`config.mk`:
```
export PLATFORM = sky130hd
export DESIGN_NAME = gpu_upload_dma
export DESIGN_NICKNAME = d
export VERILOG_FILES = /design/src/rtl/gpu_upload_dma.sv
export SDC_FILE = /design/constraint.sdc
export NUM_CORES = 1
export LEC_CHECK = 0
export ABC_AREA = 0
export CAP_MARGIN = 10
export CORE_MARGIN = 3
export CORE_UTILIZATION = 50
export DETAILED_ROUTE_END_ITERATION = 8
export GPL_TIMING_DRIVEN = 0
export PLACE_DENSITY = 0.82
export SKIP_LAST_GASP = 1
export SYNTH_ARGS = -nofsm -noshare
export SYNTH_HDL_FRONTEND = slang
export SYNTH_SLANG_ARGS = --single-unit
```
`constraint.sdc`:
```
create_clock -name clk_100MHz -period 5.9 [get_ports clk_100MHz]
set_input_delay 1.18 -clock clk_100MHz [delete_from_list [all_inputs] [get_ports clk_100MHz]]
set_output_delay 1.18 -clock clk_100MHz [all_outputs]
set_load 0.02 [all_outputs]
```
`src/rtl/gpu_upload_dma.sv`:
```
// gpu_upload_dma: Wishbone master that copies a block of 32-bit words from a
// synchronous source RAM into the GPU slave address space.
//
// Each word takes a FETCH (RAM read), a LATCH (capture data/address) and a
// WRITE (classic single write held until ack). cyc stays high across the whole
// block; stb is only high while a write is outstanding. A stalled slave is cut
// off after TIMEOUT cycles with a sticky error.
//
// Ports:
//   clk_100MHz, reset          clock, asynchronous active-high reset
//   i_start, i_abort           start pulse (IDLE only), abort (non-IDLE only)
//   i_src_base, i_dst_base     first source word address, first GPU byte address
//   i_word_cnt, i_sel          words to move (0 legal), byte select for every write
//   o_src_re, o_src_addr       source RAM read port; i_src_rdata valid one cycle later
//   wb_*                       Wishbone master signals
//   o_busy, o_done, o_err      status: not idle, completion pulse, sticky timeout
module gpu_upload_dma #(
    parameter int unsigned CNT_W   = 16,
    parameter int unsigned TIMEOUT = 255
) (
    input  logic             clk_100MHz,
    input  logic             reset,
    input  logic             i_start,
    input  logic             i_abort,
    input  logic [CNT_W-1:0] i_src_base,
    input  logic [26:0]      i_dst_base,
    input  logic [CNT_W-1:0] i_word_cnt,
    input  logic [3:0]       i_sel,
    output logic             o_src_re,
    output logic [CNT_W-1:0] o_src_addr,
    input  logic [31:0]      i_src_rdata,
    output logic             wb_cyc_o,
    output logic             wb_stb_o,
    output logic             wb_we_o,
    output logic [26:0]      wb_adr_o,
    output logic [3:0]       wb_sel_o,
    output logic [31:0]      wb_dat_o,
    input  logic             wb_ack_i,
    output logic             o_busy,
    output logic             o_done,
    output logic             o_err
);

    // Counter only needs to reach TIMEOUT-1: the TIMEOUT-th unacked cycle aborts.
    localparam int unsigned TmoW = (TIMEOUT > 1) ? $clog2(TIMEOUT) : 1;

    typedef enum logic [2:0] {
        StIdle,
        StFetch,
        StLatch,
        StWrite,
        StDone
    } state_e;

    state_e           state_q;
    logic [CNT_W-1:0] src_q;
    logic [26:0]      dst_q;
    logic [CNT_W-1:0] rem_q;
    logic [TmoW-1:0]  tmo_q;

    always_ff @(posedge clk_100MHz or posedge reset) begin
        if (reset) begin
            state_q    <= StIdle;
            src_q      <= '0;
            dst_q      <= '0;
            rem_q      <= '0;
            tmo_q      <= '0;
            o_src_re   <= 1'b0;
            o_src_addr <= '0;
            wb_cyc_o   <= 1'b0;
            wb_stb_o   <= 1'b0;
            wb_we_o    <= 1'b0;
            wb_adr_o   <= '0;
            wb_sel_o   <= '0;
            wb_dat_o   <= '0;
            o_busy     <= 1'b0;
            o_done     <= 1'b0;
            o_err      <= 1'b0;
        end else begin
            o_done <= 1'b0;
            if (state_q != StIdle && i_abort) begin
                // Abort wins over a same-cycle ack: pointers are left untouched.
                state_q  <= StIdle;
                o_busy   <= 1'b0;
                o_src_re <= 1'b0;
                wb_cyc_o <= 1'b0;
                wb_stb_o <= 1'b0;
                wb_we_o  <= 1'b0;
            end else begin
                unique case (state_q)
                    StIdle: begin
                        if (i_start) begin
                            src_q    <= i_src_base;
                            dst_q    <= i_dst_base;
                            rem_q    <= i_word_cnt;
                            wb_sel_o <= i_sel;
                            o_err    <= 1'b0;
                            o_busy   <= 1'b1;
                            if (i_word_cnt == '0) begin
                                state_q <= StDone;
                                o_done  <= 1'b1;
                            end else begin
                                state_q    <= StFetch;
                                o_src_re   <= 1'b1;
                                o_src_addr <= i_src_base;
                            end
                        end
                    end
                    StFetch: begin
                        o_src_re <= 1'b0;
                        state_q  <= StLatch;
                    end
                    StLatch: begin
                        wb_dat_o <= i_src_rdata;
                        wb_adr_o <= dst_q;
                        wb_cyc_o <= 1'b1;
                        wb_stb_o <= 1'b1;
                        wb_we_o  <= 1'b1;
                        tmo_q    <= '0;
                        state_q  <= StWrite;
                    end
                    StWrite: begin
                        if (wb_ack_i) begin
                            src_q    <= src_q + CNT_W'(1);
                            dst_q    <= dst_q + 27'd4;
                            rem_q    <= rem_q - CNT_W'(1);
                            wb_stb_o <= 1'b0;
                            wb_we_o  <= 1'b0;
                            if (rem_q == CNT_W'(1)) begin
                                wb_cyc_o <= 1'b0;
                                o_done   <= 1'b1;
                                state_q  <= StDone;
                            end else begin
                                // cyc stays up between words of the block.
                                o_src_re   <= 1'b1;
                                o_src_addr <= src_q + CNT_W'(1);
                                state_q    <= StFetch;
                            end
                        end else if (tmo_q == TmoW'(TIMEOUT - 1)) begin
                            wb_cyc_o <= 1'b0;
                            wb_stb_o <= 1'b0;
                            wb_we_o  <= 1'b0;
                            o_err    <= 1'b1;
                            o_done   <= 1'b1;
                            state_q  <= StDone;
                        end else begin
                            tmo_q <= tmo_q + TmoW'(1);
                        end
                    end
                    StDone: begin
                        o_busy  <= 1'b0;
                        state_q <= StIdle;
                    end
                    default: state_q <= StIdle;
                endcase
            end
        end
    end

endmodule

```
==> Yosys cells after proc, flatten, opt, wreduce, memory -nomap -nowiden <==
Cells that the tools add are included.
{ "totals": {"regBits": 155, "in_bits": 100, "out_inout_bits": 86, "wordCells": 111} }
{ "classes": {"addsub": 4, "eq_ne": 19, "muxes": 52, "bitwise_logic": 1, "n_reduce_logical": 20} }
{ "op_table": {"columns": ["operator", "count"], "rows": [
  ["$mux 16", 8],
  ["$pmux 16 s2", 3],
  ["$mux 27", 2],
  ["$pmux 27 s2", 1],
  ["$add 27x3->27 const B", 1],
  ["$mux 1", 22],
  ["$mux 3", 6],
  ["$add 16x1->16 const B", 1],
  ["$eq 16x1->1 const B", 1],
  ["$logic_not 16->1", 1],
  ["$mux 8", 2],
  ["$pmux 8 s2", 1],
  ["$sub 16x1->16 const B", 1],
  ["$ne 2x2->1 const B", 7],
  ["$ne 3x3->1 const B", 4],
  ["$pmux 3 s4", 1],
  ["$pmux 1 s2", 5],
  ["$reduce_and 5->1", 2],
  ["$reduce_bool 3->1", 3],
  ["$add 8x1->8 const B", 1],
  ["$eq 8x8->1 const B", 1],
  ["$ne 4x4->1 const B", 2],
  ["$reduce_and 2->1", 4],
  ["$reduce_and 4->1", 2],
  ["other kinds (11)", 14]
]} }

==> Longest topological paths before layout <==
Gate-level depths: netlist of run 1.
{ "logic_depth": {"depth_word": 5, "depth_mapped": 8, "ltp_nobuf": 7} }

==> Least setup slack after synthesis of run 1 <==
Ideal clock, no wire load.
{ "synth_timing": {"path_kind": "input port to flip-flop", "start": "input port i_abort", "end": "register o_src_addr[3]", "arrival_time_ps": 2676, "required_time_ps": 5775, "path_slack_ps": 3099, "stages": 7, "n_path_buf": 2, "cell_sequence": "buf_2 nor2_1 nand3_1 a21boi_1 a21oi_2 buf_4 mux2_2"} }
{ "synth_between": {"elab_chain_len": 3} }
{ "synth_rtl": {"columns": ["item", "line_no", "text"], "rows": [
  ["start, declared", "24", "input logic i_abort,"],
  ["$logic_and 1x1->1", "81", "if (state_q != StIdle && i_abort) begin"],
  ["$not 1->1 (no line)", null, null],
  ["$reduce_and 6->1 (no line)", null, null],
  ["end signal, assigned", "105", "o_src_addr <= i_src_base;"],
  ["end signal, assigned", "136", "o_src_addr <= src_q + CNT_W'(1);"],
  ["end, declared", "30", "output logic [CNT_W-1:0] o_src_addr,"]
]} }
No other way between the ends.
A chain may end at the register's enable or synchronous reset.

==> Final worst setup path of run 1 <==
{ "layout_timing": {"start": "input port i_start", "end": "register dst_q[12]"} }
{ "layout_between": {"elab_chain_len": 2} }
{ "layout_rtl": {"columns": ["item", "line_no", "text"], "rows": [
  ["start, declared", "23", "input logic i_start,"],
  ["$ne 2x2->1 (no line)", null, null],
  ["$reduce_and 4->1 (no line)", null, null],
  ["end signal, assigned", "94", "dst_q <= i_dst_base;"],
  ["end signal, assigned", "125", "dst_q <= dst_q + 27'd4;"],
  ["end, declared", "57", "logic [26:0] dst_q;"]
]} }
No other way between the ends.

==> results of run 1 <==
-- metrics by stage --
| stage | power [mW] | cell area (sq um) | instances | utilization, % |
|---|---|---|---|---|
| finish | 5.54 | 10400 | 1173 | 70.2 |
| global route | 5.84 | 10400 | 1173 | 70.2 |
| CTS | 5.54 | 10400 | 1173 | 70.2 |
| detailed placement | 4.40 | 9800 | 1141 | 66.2 |
| global placement | 4.33 | 9770 | 1140 | 66.0 |
| floorplan | 3.34 | 7700 | 772 | - |
-- power breakdown --
group	switching, mW	internal, mW
Sequential	0.414	1.56
Combinational	1.28	1.17
Clock	0.451	0.669
-- logic make-up (layout without fill, tap and decap cells) --
group	after synthesis	in the layout	share of synthesized area [%]
adder cells (fa/ha/maj)	6	6	0.975
XOR/XNOR	16	16	1.82
buffers and inverters	64	281	3.61
AO/OA/AOI/OAI	203	203	15.9
multiplexers	79	79	11.5
AND/OR/NAND/NOR	249	249	15.8
flip-flops	155	155	50.4
-- routing by layer --
layer / up-vias / global-route usage, % / routed length [um]
met5: - / 0 / 0
met3: 51 / 7.65 / 2420
met2: 387 / 43.8 / 10900
met1: 3420 / 35.8 / 9050
met4: 0 / 8.37 / 540
li1: 3219 / - / -
-- worst reg2reg max path, delay by kind of cell, from the launching register on --
kind / cells / cell delay [ps]
buf+inv: 3 / 1410
flops: 1 / 420
compound gates: 2 / 390
simple gates: 1 / 300
-- flip-flops by register name, indices dropped and copies added (netlist names), 3 cells and up --
register	cells
wb_adr_o	27
wb_sel_o	4
o_src_addr	16
wb_dat_o	32
dst_q	27
state_q	3
rem_q	16
tmo_q	8
src_q	16
-- cell usage in the layout, fill, tap and decap left out, types with 12 or more instances in the layout --
cell	n
clkdlybuf4s50_1	184
dfrtp_1	155
mux2_2	74
nand2_1	72
a21oi_1	67
o21ai_0	58
nor2_1	58
clkbuf_1	34
nand3_1	30
clkbuf_16	17
nor3_1	15
o22ai_1	15
nand4_1	14
nor4_1	13
inv_1	13
or3_1	12
-- area by class of cell --
cell class              instances  share of cell area [%]
flip-flops and latches        155                    37.3
multi-input cells             553                    34.0
repair buffers                185                    18.0
clock buffers                  19                    4.16
well taps                     184                    2.21
plain buffers                  50                    2.17
clock inverters                13                    1.60
inverters                      14                   0.553
-- worst paths after layout --
check,endpoint,cells after the start
hold reg to reg,dst_q[0],2
min in group asynchronous,wb_dat_o[4],2
hold / removal,dst_q[0],2
setup / recovery,dst_q[12],6
setup reg to reg,dst_q[23],6
max in group asynchronous,rem_q[6],3
==> out/qor.yml, run 1 <==
critical_path:
  required_ps: 6170
  cp_slowest_cell: "clkdlybuf4s50_1"
  r2r_start: "state_q[2]"
  slowest_delay_ps: 570
  rrSetupSlack_ps: 3300
  crit_buf_inv: 3
  critPathKind: "in2reg"
  critPathTopFamily: "buffers and inverters"
  cp-startpoint: "i_start"
  path_cells: "clkdlybuf4s50_1 > or3b_4 > a21oi_1 > clkbuf_1 > clkbuf_1 > a21oi_1"
  cp.arrival_ps: 3670
  cp-start-kind: "input pin"
  endpoint_kind: "flop"
  path_max_fanout: 10
layout:
  multi_input_area_sq_um: 3540
  final-seq-area_sq_um: 3880
  diodes: 0
  finalNetCount: 1082
  num-fill-cells: 1118
  area_growth_pct: 35.1
  drive_gt1_share_pct: 13.1
place:
  dp_hpwl_um: 16200
  port_buffers: 184
  pre_cts_slack_ps: 2090
  gp_congestion: 0.930
clocking:
  clk_latency_ps: 420
  cts_tree: "yes"
  clock-sinks: 155
  clockBufferDepth: 2
  root_buffer: "clkbuf_16"
  cts_resized: 0
  cts_buffers: 17
  ctsHoldBuffers: 0
  path_clk_slew_ps: 60
  htreeDepth: 4
  postCtsSetupRepairBufs: 0
detailed_routing:
  drc_errors: 0
  drt-initial-drc-count: 772
  routed_via_density: 6.03
  drt-total-wl_um: 22900
  final_antenna_net_count: 0
  via_count: 7077
  dr.pass1.iters: 6
  post_drt_wl_per_cell_um: 19.6
grt:
  grt_pass1_wl_um: 35700
  grt_antenna_before_repair: 0
  grtUsageTotal_pct: 27.2
  grt_max_degree: 89
  grt_pass1_vias: 6663
  overflow: 0
power:
  powerDensity_nw_per_um2: 532
  ir_drop_v: 0.000266
  leakage_nw: 4.16
synth:
  synthesis.nets: 878
  synth_edf_count: 0
  synthArstFlopShare_pct: 100
  yosysMostFrequentCell: "dfrtp_1"
  synthCells: 772
  synth_top_area_share_pct: 50.4
  syn_area_sq_um: 7700
  synth_top_area_cell: "dfrtp_1"
  yosys_most_used_dff: "dfrtp_1"
  avgSynthCellArea_sq_um: 9.97
  ys_warn_count: 0
  yosys.cell_types.count: 57
  ys_ff_latch: 155
  synth_top_cells_by_area: "dfrtp_1, mux2_2, a21oi_1, o21ai_0, nand2_1"
  synthTopCellsByCount: "dfrtp_1, mux2_2, nand2_1"
  synth_seq_area_share_pct: 50.4
floorplanning:
  core_sq_um: 14800
  die_w_um: 130
  io_pins: 186
  start_util_pct: 52.0
  core.rowCount: 44
  die_h_um: 130
  fp.dieArea_sq_um: 16900
timing:
  rsz0062_at_grt: "no"
  fin_crit_ps: 3400
  whs_ps: 464
  setup_viol: 0
  timing.fmax_ghz: 0.294
  worst_slack_ps: 2500
  worst_pin_slew_ps: 744
  relSlewSlack_pct: 50.4
  fin_crit_sh_pct: 57.6
  hold_violations: 0
  slew_violations: 0
  tns_ps: 0
  skew_ps: 9.57
outcome:
  status: "finished, final reports clean"
flow_run:
  cap_violations: 0
worst_hold_path:
  min_path_type: "reg2reg"
  holdCritStartpoint: "dst_q[0]"
No activity file was read; power rests on OpenSTA's default activity.
==> run 2: changes to the inputs <==
clock period = 3.4 ns   (was 5.9 ns; I/O delays follow)
==> run 2 against run 1 <==
  * Total power grew 76%
  * Cell count is 0.26% higher
  * Count of clock-buffer cells in the layout rose by 3
  * Sequential power grew 74%
==> out/qor.yml, run 2 (synthesis results as in run 1) <==
detailed_routing:
  drc_errors: 0  # unchanged
  routed_via_density: 6.02  # -0.21%
  drt-total-wl_um: 22900  # about the same
  via_count: 7080  # +0.042%
  drt-initial-drc-count: 637  # -17%
  final_antenna_net_count: 0  # unchanged
  post_drt_wl_per_cell_um: 19.5  # -0.32%
  dr.pass1.iters: 5  # -1
power:
  p_int_mw: 6.03  # +78%
  pwr-share-clk_pct: 21.0  # +0.8 points
  ir_drop_v: 0.000652  # +150%
  p_switching_mw: 3.70  # +73%
  powerDensity_nw_per_um2: 928  # +74%
  p_sw_share_pct: 38.0  # -0.63 points
  leakage_nw: 4.21  # +1.1%
  seq_power_share_pct: 35.2  # -0.4 points
  power.share.combinational_pct: 43.8  # -0.4 points
layout:
  area_growth_pct: 36.3
  drive_gt1_share_pct: 13.4  # +0.26 points
  finalNetCount: 1085  # +0.28%
  num-fill-cells: 1082  # -3.2%
  largest_reg_flops: 32  # unchanged
  reg.largest.list: "wb_dat_o x32, dst_q x27, wb_adr_o x27"
  final_common_cell: "clkdlybuf4s50_1"
  mostFrequentLayoutCells: "clkdlybuf4s50_1, dfrtp_1, mux2_2, nand2_1, a21oi_1"
  regMostFlops: "wb_dat_o"
  finish.instance_area_sq_um: 10500  # +0.87%
  diodes: 0  # unchanged
worst_hold_path:
  min_path_type: "reg2reg"
  holdCritStartpoint: "dst_q[1]"
critical_path:
  critPathTopFamily: "buffers and inverters"
  cp.arrival_ps: 3190  # -480 ps
  cp_slowest_cell: "clkbuf_1"
  crit_buf_inv: 3  # unchanged
  endpoint_kind: "flop"
  cp-start-kind: "input pin"
  r2r_start: "state_q[0]"
  slowest_delay_ps: 590  # +20 ps
  path_max_fanout: 10  # unchanged
  required_ps: 3670  # -2500 ps
  cp-startpoint: "i_start"
  path_cells: "clkdlybuf4s50_1 > or3b_4 > a21oi_1 > clkbuf_1 > clkbuf_1 > a21oi_1"
  critPathKind: "in2reg"
clocking:
  clockBufferDepth: 2  # unchanged
  ctsHoldBuffers: 0  # unchanged
  clock-sinks: 155  # unchanged
  htreeDepth: 4  # unchanged
  cts_resized: 0  # unchanged
  root_buffer: "clkbuf_16"
  cts_buffers: 17  # unchanged
  cts_tree: "yes"
  postCtsSetupRepairBufs: 0  # unchanged
  path_clk_slew_ps: 60  # about the same
  clk_latency_ps: 420  # about the same
floorplanning:
  core.rowCount: 44  # unchanged
  fp.dieArea_sq_um: 16900  # unchanged
  core_sq_um: 14800  # unchanged
  die_w_um: 130  # unchanged
  io_pins: 186  # unchanged
  start_util_pct: 52.0  # unchanged
  die_h_um: 130  # unchanged
place:
  pre_cts_slack_ps: 193  # -1900 ps
  gp_congestion: 0.939  # +0.99%
  placed_cell_area_sq_um: 9850  # +0.52%
  port_buffers: 184  # unchanged
  dp_hpwl_um: 16500  # +1.4%
grt:
  grt_pass1_wl_um: 35800  # +0.25%
  grtUsageTotal_pct: 27.1  # -0.058 points
  grt_pass1_vias: 6841  # +2.7%
  grt_antenna_before_repair: 0  # unchanged
  grt_max_degree: 41  # -54%
  overflow: 0  # unchanged
timing:
  fin_crit_sh_pct: 85.9
  fin_crit_ps: 2920
  timing.fmax_ghz: 0.342
  hold_violations: 0  # unchanged
  slew_violations: 0  # unchanged
  skew_ps: 11.7  # +2.08 ps
  relSlewSlack_pct: 49.2  # -1.2 points
  worst_pin_slew_ps: 762  # +17.8 ps
  setup_viol: 0  # unchanged
  rsz0062_at_grt: "no"
  worst_slack_ps: 478  # -2020 ps
flow_run:
  cap_violations: 0  # unchanged
outcome:
  status: "finished, final reports clean"
==> run 2: cell count changes in the layout (fill, tap and decap cells not counted), sizes merged <==
cell / previous run / this run
inv: 17 / 13
buf: 18 / 21
clkbuf: 52 / 55
bufinv: 3 / 4
clkinv: 4 / 5
clkinvlp: 3 / 2
==> run 2: per-stage QoR <==
stage                     power [mW]  setup TNS, ps  util [%]  hold WS [ps]  cells
final                           9.73              0      70.8           473   1176
after global routing            10.3              0      70.8           510   1176
after floorplan                 5.80              0         -           433    772
after CTS                       9.72              0      70.8           479   1176
after detailed placement        7.66              0      66.5           466   1144
after global placement          7.52         -87020      66.0           454   1140
==> run 2: worst paths after layout <==
check | depth (start not counted) | slack (ps) | to
setup reg to reg | 7 | 800 | src_q[4]
hold / removal | 2 | 470 | dst_q[1]
min in group asynchronous | 2 | 600 | wb_dat_o[19]
hold reg to reg | 2 | 470 | dst_q[1]
setup / recovery | 6 | 480 | dst_q[15]
max in group asynchronous | 4 | 2050 | tmo_q[7]
==> run 2: final cells by class <==
cell class / instances / area (sq um) / area share (%)
buffer: 50 / 225 / 2.15
clock buffer: 22 / 474 / 4.52
clock inverter: 10 / 164 / 1.56
inverter: 14 / 56.3 / 0.537
multi-input combinational: 553 / 3540 / 33.8
sequential: 155 / 3880 / 37.0
tap: 184 / 230 / 2.19
timing repair buffer: 188 / 1920 / 18.3
==> run 2: routing by layer <==
| metal | vias to the layer above | GRT usage [%] | part of all wire [%] | routed length, um |
|---|---|---|---|---|
| li1 | 3223 | - | - | - |
| met1 | 3410 | 36.6 | 40 | 9120 |
| met2 | 391 | 42.3 | 47 | 10900 |
| met3 | 56 | 6.39 | 10 | 2290 |
| met4 | 0 | 11.1 | 2.8 | 637 |
| met5 | - | 0 | 0 | 0 |
==> run 2: worst min-delay path, stage by stage, from the launching register on <==
cell,delay [ps]
dfrtp_1,350
nand2_1,50
nand2_1,50
==> run 2: power groups by stage <==
stage / registers, mW / clock network (mW) / logic (mW)
after floorplan: 3.89 / 0 / 1.92
after global placement: 3.38 / 0 / 4.13
after detailed placement: 3.43 / 0 / 4.24
after CTS: 3.40 / 2.05 / 4.26
after global routing: 3.54 / 2.13 / 4.59
final: 3.42 / 2.05 / 4.26
